### src/rtl/sprite_palette_mapper.sv
// Sprite colour stage: ROM index fetch, banked palette lookup, transparency and
// timed hit-flash override, registered RGB output with 2-cycle latency.
module sprite_palette_mapper #(
  parameter int unsigned ADDR_W       = 19,
  parameter int unsigned IDX_W        = 3,
  parameter int unsigned NUM_PAL      = 2,
  parameter int unsigned TRANSP_IDX   = 0,
  parameter int unsigned FLASH_FRAMES = 6,
  localparam int unsigned PalSelW     = (NUM_PAL > 1) ? $clog2(NUM_PAL) : 1
) (
  input  logic               Clk,
  input  logic               Reset,
  input  logic               pix_valid_in,
  input  logic [ADDR_W-1:0]  address,
  input  logic [PalSelW-1:0] pal_sel,
  input  logic               frame_start,
  input  logic               flash_trig,
  output logic [ADDR_W-1:0]  rom_addr,
  input  logic [IDX_W-1:0]   rom_data,
  input  logic               pal_we,
  input  logic [PalSelW-1:0] pal_wbank,
  input  logic [IDX_W-1:0]   pal_widx,
  input  logic [23:0]        pal_wdata,
  output logic [7:0]         Red,
  output logic [7:0]         Green,
  output logic [7:0]         Blue,
  output logic               zero,
  output logic               pix_valid_out,
  output logic               flash_active
);

  localparam int unsigned        Entries   = 2 ** IDX_W;
  localparam logic [PalSelW:0]   NumPalV   = (PalSelW + 1)'(NUM_PAL);
  localparam logic [IDX_W-1:0]   TranspV   = IDX_W'(TRANSP_IDX);
  localparam logic [7:0]         FlashLoad = 8'(FLASH_FRAMES);
  localparam logic [23:0]        White     = 24'hFFFFFF;

  logic [23:0]        pal_q [NUM_PAL][Entries];
  logic [PalSelW-1:0] act_bank_q, act_bank_d;
  logic [7:0]         flash_cnt_q, flash_cnt_d;
  logic               v1_q;
  logic [23:0]        rgb_q, rgb_d;
  logic               zero_q, zero_d;
  logic               pix_valid_q;
  logic               wbank_ok, sel_ok;
  logic [23:0]        entry;

  // S0: the ROM sees the request address directly.
  assign rom_addr = address;

  assign wbank_ok = ({1'b0, pal_wbank} < NumPalV);
  assign sel_ok   = ({1'b0, pal_sel} < NumPalV);

  // Palette store; a same-cycle lookup sees the pre-write value.
  always_ff @(posedge Clk) begin
    if (Reset) begin
      for (int b = 0; b < int'(NUM_PAL); b++) begin
        for (int e = 0; e < int'(Entries); e++) begin
          pal_q[b][e] <= 24'h000000;
        end
      end
    end else if (pal_we && wbank_ok) begin
      pal_q[pal_wbank][pal_widx] <= pal_wdata;
    end
  end

  // Bank only changes on a frame boundary so a frame never mixes palettes.
  always_comb begin
    act_bank_d = act_bank_q;
    if (frame_start && sel_ok) begin
      act_bank_d = pal_sel;
    end
  end

  // A trigger wins over a coincident frame_start so the flash lasts full frames.
  always_comb begin
    flash_cnt_d = flash_cnt_q;
    if (flash_trig) begin
      flash_cnt_d = FlashLoad;
    end else if (frame_start && (flash_cnt_q != 8'd0)) begin
      flash_cnt_d = flash_cnt_q - 8'd1;
    end
  end

  assign flash_active = (flash_cnt_q != 8'd0);

  // S1: resolve the ROM index against the active bank.
  always_comb begin
    entry  = pal_q[act_bank_q][rom_data];
    rgb_d  = rgb_q;
    zero_d = zero_q;
    if (v1_q) begin
      if (rom_data == TranspV) begin
        zero_d = 1'b1;
        rgb_d  = White;
      end else if (flash_active) begin
        zero_d = 1'b0;
        rgb_d  = White;
      end else begin
        zero_d = 1'b0;
        rgb_d  = entry;
      end
    end
  end

  always_ff @(posedge Clk) begin
    if (Reset) begin
      act_bank_q  <= '0;
      flash_cnt_q <= 8'd0;
      v1_q        <= 1'b0;
      rgb_q       <= 24'h000000;
      zero_q      <= 1'b1;
      pix_valid_q <= 1'b0;
    end else begin
      act_bank_q  <= act_bank_d;
      flash_cnt_q <= flash_cnt_d;
      v1_q        <= pix_valid_in;
      rgb_q       <= rgb_d;
      zero_q      <= zero_d;
      pix_valid_q <= v1_q;
    end
  end

  assign Red           = rgb_q[23:16];
  assign Green         = rgb_q[15:8];
  assign Blue          = rgb_q[7:0];
  assign zero          = zero_q;
  assign pix_valid_out = pix_valid_q;

endmodule

### config.mk
export PLATFORM = sky130hd
export DESIGN_NAME = sprite_palette_mapper
export DESIGN_NICKNAME = d
export VERILOG_FILES = /design/src/rtl/sprite_palette_mapper.sv
export SDC_FILE = /design/constraint.sdc
export NUM_CORES = 1
export LEC_CHECK = 0
export ABC_AREA = 1
export BUFFER_PORTS_ARGS = -buffer_cell sky130_fd_sc_hd__buf_4
export CAP_MARGIN = 30
export CORE_AREA = 4 4 226 228
export DETAILED_ROUTE_END_ITERATION = 12
export DIE_AREA = 0 0 230 232
export GPL_TIMING_DRIVEN = 0
export SETUP_SLACK_MARGIN = 0.2
export SYNTH_ARGS = -nofsm -noshare
export SYNTH_HDL_FRONTEND = slang
export SYNTH_SLANG_ARGS = --single-unit
### constraint.sdc
create_clock -name Clk -period 4.81 [get_ports Clk]
set_input_delay 0.2405 -clock Clk [delete_from_list [all_inputs] [get_ports Clk]]
set_output_delay 0.2405 -clock Clk [all_outputs]
set_load 0.01 [all_outputs]
---- Word-level counts from Yosys, hierarchy flattened ----
Memory sizes are Yosys's and may differ from the RTL's. A register that Yosys moved wholly into a read port is not among the register bits.
Cells that the tools add are included.
word-level totals
  word-level logic and storage cells ...... 41
  output and inout bits ................... 46
  input port bits ......................... 57
  bits in writable memories ............... 384
  register bits after elaboration ......... 36
  memories ................................ 1
memory list
  name   depth  width  rd ports  clocked after memory_dff  wr ports  line  text
  pal_q  2      192    1         1                         2         38    logic [23:0] pal_q [NUM_PAL][Entries];
cells by class
  add/sub/neg operators ................... 1
  order comparisons ....................... 3
  reduce and logical (&&, ||, !) cells .... 7
  bitwise operators ....................... 2
  muxes and demuxes ....................... 20
operators with widths
  cell                                                         number
  2-to-1 mux 192 bit                                           3
  OR reduction 192 bit                                         1
  2-to-1 mux 24 bit                                            5
  binary-select mux 24 bit (select 3 bit)                      1
  demux 24 bit (select 3 bit)                                  1
  >= comparator 4 bit (second input constant)                  2
  2-to-1 mux 1 bit                                             8
  NOT 3 -> 4 bit                                               2
  nonzero test 8 bit                                           1
  subtractor 8 x 1 -> 8 bit (second input constant)            1
  2-to-1 mux 3 bit                                             2
  less-than comparator 4 x 1 -> 1 bit (second input constant)  1
  zero test 3 bit                                              1
  logical AND 1 bit                                            2
  nonzero test 2 bit                                           1
  OR reduction 2 bit                                           1

---- Longest topological paths before layout ----
Gate-level depths: netlist of the first run.
  word-level depth ........................ 8
  depth in mapped cells ................... 9
  gate-level depth less buffers ........... 9

---- Worst setup path after synthesis of the first run ----
OpenSTA, ideal clock, no wires.
  path kind ............................... input to register
  from .................................... in pal_we
  to ...................................... mem pal_q[1][72] (netlist name) (enable)
  cell stages on the path ................. 6
  arrival ................................. 1.672 ns
  setup time .............................. 0.405 ns
  data required time ...................... 4.405 ns
  slack ................................... 2.733 ns
  buffers on the path ..................... 1
  cells stage by stage .................... inv_1 > nor2_1 > inv_2 > nor2_4 > buf_6 > nor2_1
RTL lines
  item         line  text
  from (decl)  20    input logic pal_we,
  to (decl)    38

==> results of run 1 <==
[area by class of cell]
type	instances	area share, %
well taps	664	4.15
repair buffers	94	4.36
inverters	286	5.38
clock buffers	59	5.77
plain buffers	110	2.92
clock inverters	11	0.419
multi-input cells	1063	22.9
flip-flops and latches	373	54.1
[path summary, 6_finish.rpt]
check | startpoint | endpoint | depth (start not counted)
worst max-delay path | pal_we | pal_q[0][34] | 8
worst min-delay path | Reset | flash_cnt_q[4] | 4
worst max register to register | flop | rgb_q[23] | 7
worst min register to register | flash_cnt_q[0] | flash_cnt_q[0] | 1
[stage by stage]
stage	instance area (um2)	total power [mW]	setup slack [ns]
floorplan	17000	4.39	2.73
global route	20000	7.91	2.56
detailed placement	18700	4.76	2.13
finish	20000	7.65	2.66
CTS	20000	7.67	2.67
global placement	18400	4.71	0.862
[cell usage in the layout (no fill, tap or decap)]
cell type,count
nand4_1,1
dfxtp_1,37
o211ai_1,24
inv_4,1
clkbuf_16,41
inv_2,3
clkinv_1,4
ha_1,1
buf_6,1
nor2_2,2
nand2_1,456
clkbuf_1,37
buf_12,2
clkinv_2,4
edfxtp_1,336
or2_2,26
dlygate4sd3_1,3
buf_1,3
bufinv_16,1
inv_1,281
buf_8,2
nand3_1,149
nor2_1,300
o21ai_0,27
clkinvlp_4,3
clkbuf_8,6
nor2_4,12
xor2_1,3
o21bai_1,1
buf_16,6
buf_4,106
nand2_2,7
a21oi_1,53
buf_2,56
o21ai_1,1
[cells in the mapped netlist]
master | number | share of area, %
a21oi_1 | 53 | 1.6
buf_1 | 3 | 0.066
buf_2 | 56 | 1.6
buf_4 | 25 | 1.1
buf_6 | 1 | 0.066
clkbuf_1 | 25 | 0.55
clkinv_1 | 1 | 0.022
dfxtp_1 | 37 | 4.4
edfxtp_1 | 336 | 59
ha_1 | 1 | 0.074
inv_1 | 281 | 6.2
inv_2 | 3 | 0.066
inv_4 | 1 | 0.037
nand2_1 | 459 | 10
nand2_2 | 4 | 0.15
nand3_1 | 149 | 4.4
nand4_1 | 1 | 0.037
nor2_1 | 307 | 6.8
nor2_2 | 2 | 0.074
nor2_4 | 5 | 0.33
o211ai_1 | 24 | 1.1
o21ai_0 | 27 | 0.79
o21ai_1 | 1 | 0.029
o21bai_1 | 1 | 0.044
or2_2 | 26 | 0.96
xor2_1 | 3 | 0.15
[per-layer routing]
layer  wire, um  vias up
met2      25600      611
met5          0        -
met3       4650       93
met1      20500     6096
met4       1660        0
li1           -     6056
[state kept, by name, indices dropped and copies added, names as in the netlist, named ones only]
name,cells
act_bank_q,1
flash_cnt_q,8
pal_q,336
pix_valid_out,1
rgb_q,24
v1_q,1
zero,1
[report_power, final]
group / total [mW] / internal [mW] / leakage (nW) / switching (mW)
Combinational: 0.853 / 0.265 / 4.73 / 0.588
Clock: 2.95 / 1.71 / 0.597 / 1.24
Sequential: 3.85 / 3.78 / 3.48 / 0.0703
Total: 7.65 / 5.75 / 8.81 / 1.90
[worst max-delay path, cell delays in order]
cell and delay, ns:
buf_4 0.11, inv_1 0.06, nor2_1 0.05, inv_2 0.20, nor2_4 0.08, nand2_1 0.32, buf_2 0.46, nand2_2 0.65
[cell families after synthesis]
logic type      count (synthesis)
buf+inv                       396
fa+ha+maj                       1
flops                         373
xor+xnor                        3
compound gates                106
simple gates                  953
==> flow_summary.yaml, run 1 <==
pwr:
  power_leakage_nw: 8.81
  irDropWorstVdd_mv: 0.203
  power_density_nw_per_um2: 382
placement:
  hpwl_um: 34800
  portBuffers: 81
  dp_cells: 2587
  place_congestion: 0.862
layout:
  fillerInstances: 4760
  seq_area_um2: 10800
  final_util_pct: 41.0
  stdcell_count: 2660
  multi_input_area_um2: 4580
  layout.nets: 2025
  synthToLayoutAreaGrowth_pct: 17.6
  drive_above_1_share_pct: 14.0
  diodes: 0
yosys:
  synth_fa_ha_area_share_pct: 0.0736
  synth_area_um2: 17000
  ys_seq_area_share_pct: 63.7
  synth_xor_area_share_pct: 0.155
  yosysWarnings: 0
  ys_ff_latch: 373
  synth_compound_area_share_pct: 3.49
  synth_nets: 1890
  syn_area_per_cell_um2: 9.28
  netlist-cell-type-count: 26
  synth.area.mux_share_pct: 0
  synth_top_family_by_area: "simple AND/OR/NAND/NOR gates"
  synth-simple-area-share_pct: 22.8
  synth_cells: 1832
drt:
  wire_per_inst_um: 19.7
  dr.pass1.iters: 6
  drtIter0Drc: 1393
  wirelength_um: 52400
  ant_nets: 0
  num_vias: 12900
  drcViolationCount: 0
  viasPerCell: 4.83
timing:
  grt_setup_unrepaired: "no"
  finalSetupViolCount: 0
  finalCritPeriodShare_pct: 44.7
  fin_setup_tns_ns: 0
  worst_pin_slew_ns: 1.08
  slew_headroom_pct: 28.1
  finalClockSkew_ns: 0.0155
  fin_hold_ws_ns: 0.0515
  fin_crit_ns: 2.15
  final_max_slew_viol_count: 0
  finalHoldViolCount: 0
  fmax_mhz: 465
clock_network:
  cts_sinks: 373
  cts_htree_levels: 2
  cts-root-buf: "clkbuf_16"
  clk_latency_ns: 0.54
  cts_tree: "yes"
  cts_hold_buf: 3
  cts_resized: 0
  cts_setup_buffers: 0
  cts_buffers: 39
  clk_pin_slew_ns: 0.06
  clock_path_buffers: 3
global_routing:
  grt_pass1_vias: 12200
  track_usage_pct: 19.1
  antenna_found_initial: 0
  overflow: 0
  grt_use_met2_pct: 33.6
  grt_pass1_wl_um: 76000
  met1_usage_pct: 23.9
  grt_max_degree: 25
  gr-max-usage-layer: "met2"
  use_met3_pct: 3.32
die:
  die_x_um: 230
  start_util_pct: 34.8
  ioPinCount: 103
  rows: 81
  die_h_um: 232
  core_region_area_um2: 48800
  die_area_um2: 53400
worst_setup_path:
  cp-end-kind: "flop"
  cp_max_fo: 24
  reg2reg_slack_ns: 2.72
  cp.arrival_ns: 2.20
  critPathKind: "input port to flop"
  critPathLaunchType: "input port"
  worst_ep_required_time_ns: 4.86
job:
  cap_viol_max_count: 0
status:
  outcome: "finished clean"
hold_path:
  hold_path_class: "input port to flop"
Note: power is estimated with default switching activity, not from simulation.
==> run 2: changes to the inputs <==
==> constraint.sdc (replaced) <==
create_clock -name Clk -period 2.2 [get_ports Clk]
set_input_delay 0.11 -clock Clk [delete_from_list [all_inputs] [get_ports Clk]]
set_output_delay 0.11 -clock Clk [all_outputs]
set_load 0.01 [all_outputs]
==> run 2 against run 1 <==
  * Combinational power increased by 120%
  * Sequential power increased by 120%
  * Non-clock buffer count increased by 7
  * Register-to-register slack got worse by 2.4 ns
  * Global-route usage about the same
  * Sequential share of layout area decreased by 0.25 points
  * Power increased by 120%
  * Worst hold slack got worse by 0.048 ns
  * Design area increased by 0.46%
  * Clock power increased by 120%
  * Via count decreased by 0.36%
  * Core utilization increased by 0.19 points
  * Largest cell class unchanged
==> flow_summary.yaml, run 2 (synthesis results as in run 1) <==
layout:
  stdcell_count: 2667
  diodes: 0
  layout.nets: 2032
  fin_area_um2: 20100
  drive_above_1_share_pct: 14.4
  final_util_pct: 41.1
  synthToLayoutAreaGrowth_pct: 18.2
  reg_top3: "pal_q (336), rgb_q (24), flash_cnt_q (8)"
  layout_common_cells: "nand2_1, edfxtp_1, nor2_1"
  top_register: "pal_q"
  fillerInstances: 4753
  largest_reg_flops: 336
  final_common_cell: "nand2_1"
die:
  core_region_area_um2: 48800
  rows: 81
  die_area_um2: 53400
  start_util_pct: 34.8
  ioPinCount: 103
  die_x_um: 230
  die_h_um: 232
worst_setup_path:
  reg2regPathDepth: 9
  r2r-end: "rgb_q[22]"
  reg2reg_slack_ns: 0.35
  path_cells: "buf_4 -> nor2_1 -> inv_2 -> nor2_4 -> buf_6 -> nand2_2 -> buf_2 -> nand2_1 -> buf_16"
  critical-path-max-stage-delay_ns: 0.53
  critPathKind: "input port to flop"
  critPathLaunchType: "input port"
  worst_ep_required_time_ns: 2.44
  cp-end-kind: "flop"
  cpMaxStageDelayCell: "nand2_1"
  cp_max_fo: 14
  cp-startpoint: "Reset"
  cp.arrival_ns: 2.14
timing:
  finalSetupViolCount: 0
  finalHoldViolCount: 0
  fmax_mhz: 528
  fin_crit_ns: 1.89
  fin_hold_ws_ns: 0.00372
  finalCritPeriodShare_pct: 86.1
  final_max_slew_viol_count: 0
  grt_setup_unrepaired: "no"
  slew_headroom_pct: 33.4
  worst_pin_slew_ns: 0.999
  finalClockSkew_ns: 0.0125
global_routing:
  overflow: 0
  track_usage_pct: 19.2
  grt_pass1_vias: 12200
  grt_max_degree: 25
  grt_pass1_wl_um: 76100
  antenna_found_initial: 0
clock_network:
  cts_setup_buffers: 0
  cts_htree_levels: 2
  cts-root-buf: "clkbuf_16"
  clk_pin_slew_ns: 0.06
  clk_latency_ns: 0.54
  clock_path_buffers: 3
  cts_sinks: 373
  cts_buffers: 39
  cts_tree: "yes"
drt:
  viasPerCell: 4.80
  wirelength_um: 52400
  ant_nets: 0
  dr.pass1.iters: 5
  drcViolationCount: 0
  drtIter0Drc: 1418
  num_vias: 12800
  wire_per_inst_um: 19.7
status:
  outcome: "finished clean"
pwr:
  power.total_mw: 16.7
  irDropWorstVdd_mv: 0.441
  power_leakage_nw: 8.86
  power_density_nw_per_um2: 833
placement:
  dp_cells: 2587
  portBuffers: 81
  placed_cell_area_um2: 18700
  place_congestion: 0.862
  hpwl_um: 34800
job:
  cap_viol_max_count: 0
hold_path:
  holdPathStages: 3
  hold_path_class: "input port to flop"
  min_to: "pal_q[0][0]"
  hp-start: "pal_wdata[0]"
==> run 2: cell count changes in the layout (fill, tap and decap cells not counted), sizes merged <==
cell,delta
buf,-1
clkbuf,+1
dlygate4sd3,+7
==> run 2: worst max-delay path by stage <==
stage                         end  slack (ns)  depth (start not counted)
floorplan            pal_q[1][72]        0.25                          6
global placement     pal_q[1][11]       -1.62                          4
detailed placement   pal_q[0][39]       -0.35                          8
CTS                      rgb_q[6]        0.20                          9
global route        pal_q[0][154]        0.21                          9
finish              pal_q[0][154]        0.31                          9
==> run 2: per-stage QoR <==
step | TNS, ns | worst slack, ns
global placement | -326.90 | -1.62
CTS | 0 | 0.204
global route | 0 | 0.213
floorplan | 0 | 0.253
detailed placement | -32.79 | -0.351
finish | 0 | 0.305
==> run 2: cell type report <==
cell class	instances	area, um2	area share [%]
Inverter	286	1080	5.35
Clock inverter	11	83.8	0.417
Clock buffer	59	1150	5.74
Timing Repair Buffer	101	943	4.69
Sequential cell	373	10800	53.9
Tap cell	664	831	4.13
Buffer	110	596	2.96
Multi-Input combinational cell	1063	4590	22.8
==> run 2: repair_timing <==
item	4_1_cts	5_1_grt
endpoints found under the hold margin	15	0
hold buffers	10	0
resized for setup	2	19
endpoints found under the setup margin	14	48
==> run 2: routing by layer <==
metal  track usage [%]  share of wire, %
met1              23.9                39
met2              33.7                49
met3              3.32               8.7
met4              6.48               3.1
met5                 0                 0
==> run 2: critical path: cells and delay by family <==
family	cells	cell delay (ns)
and+or+nand+nor	4	1.00
buffers and inverters	5	0.99
==> run 2: where the power goes <==
group / total, mW / internal, mW / switching [mW]
logic: 1.88 / 0.590 / 1.29
clock network: 6.44 / 3.74 / 2.70
registers: 8.42 / 8.26 / 0.153
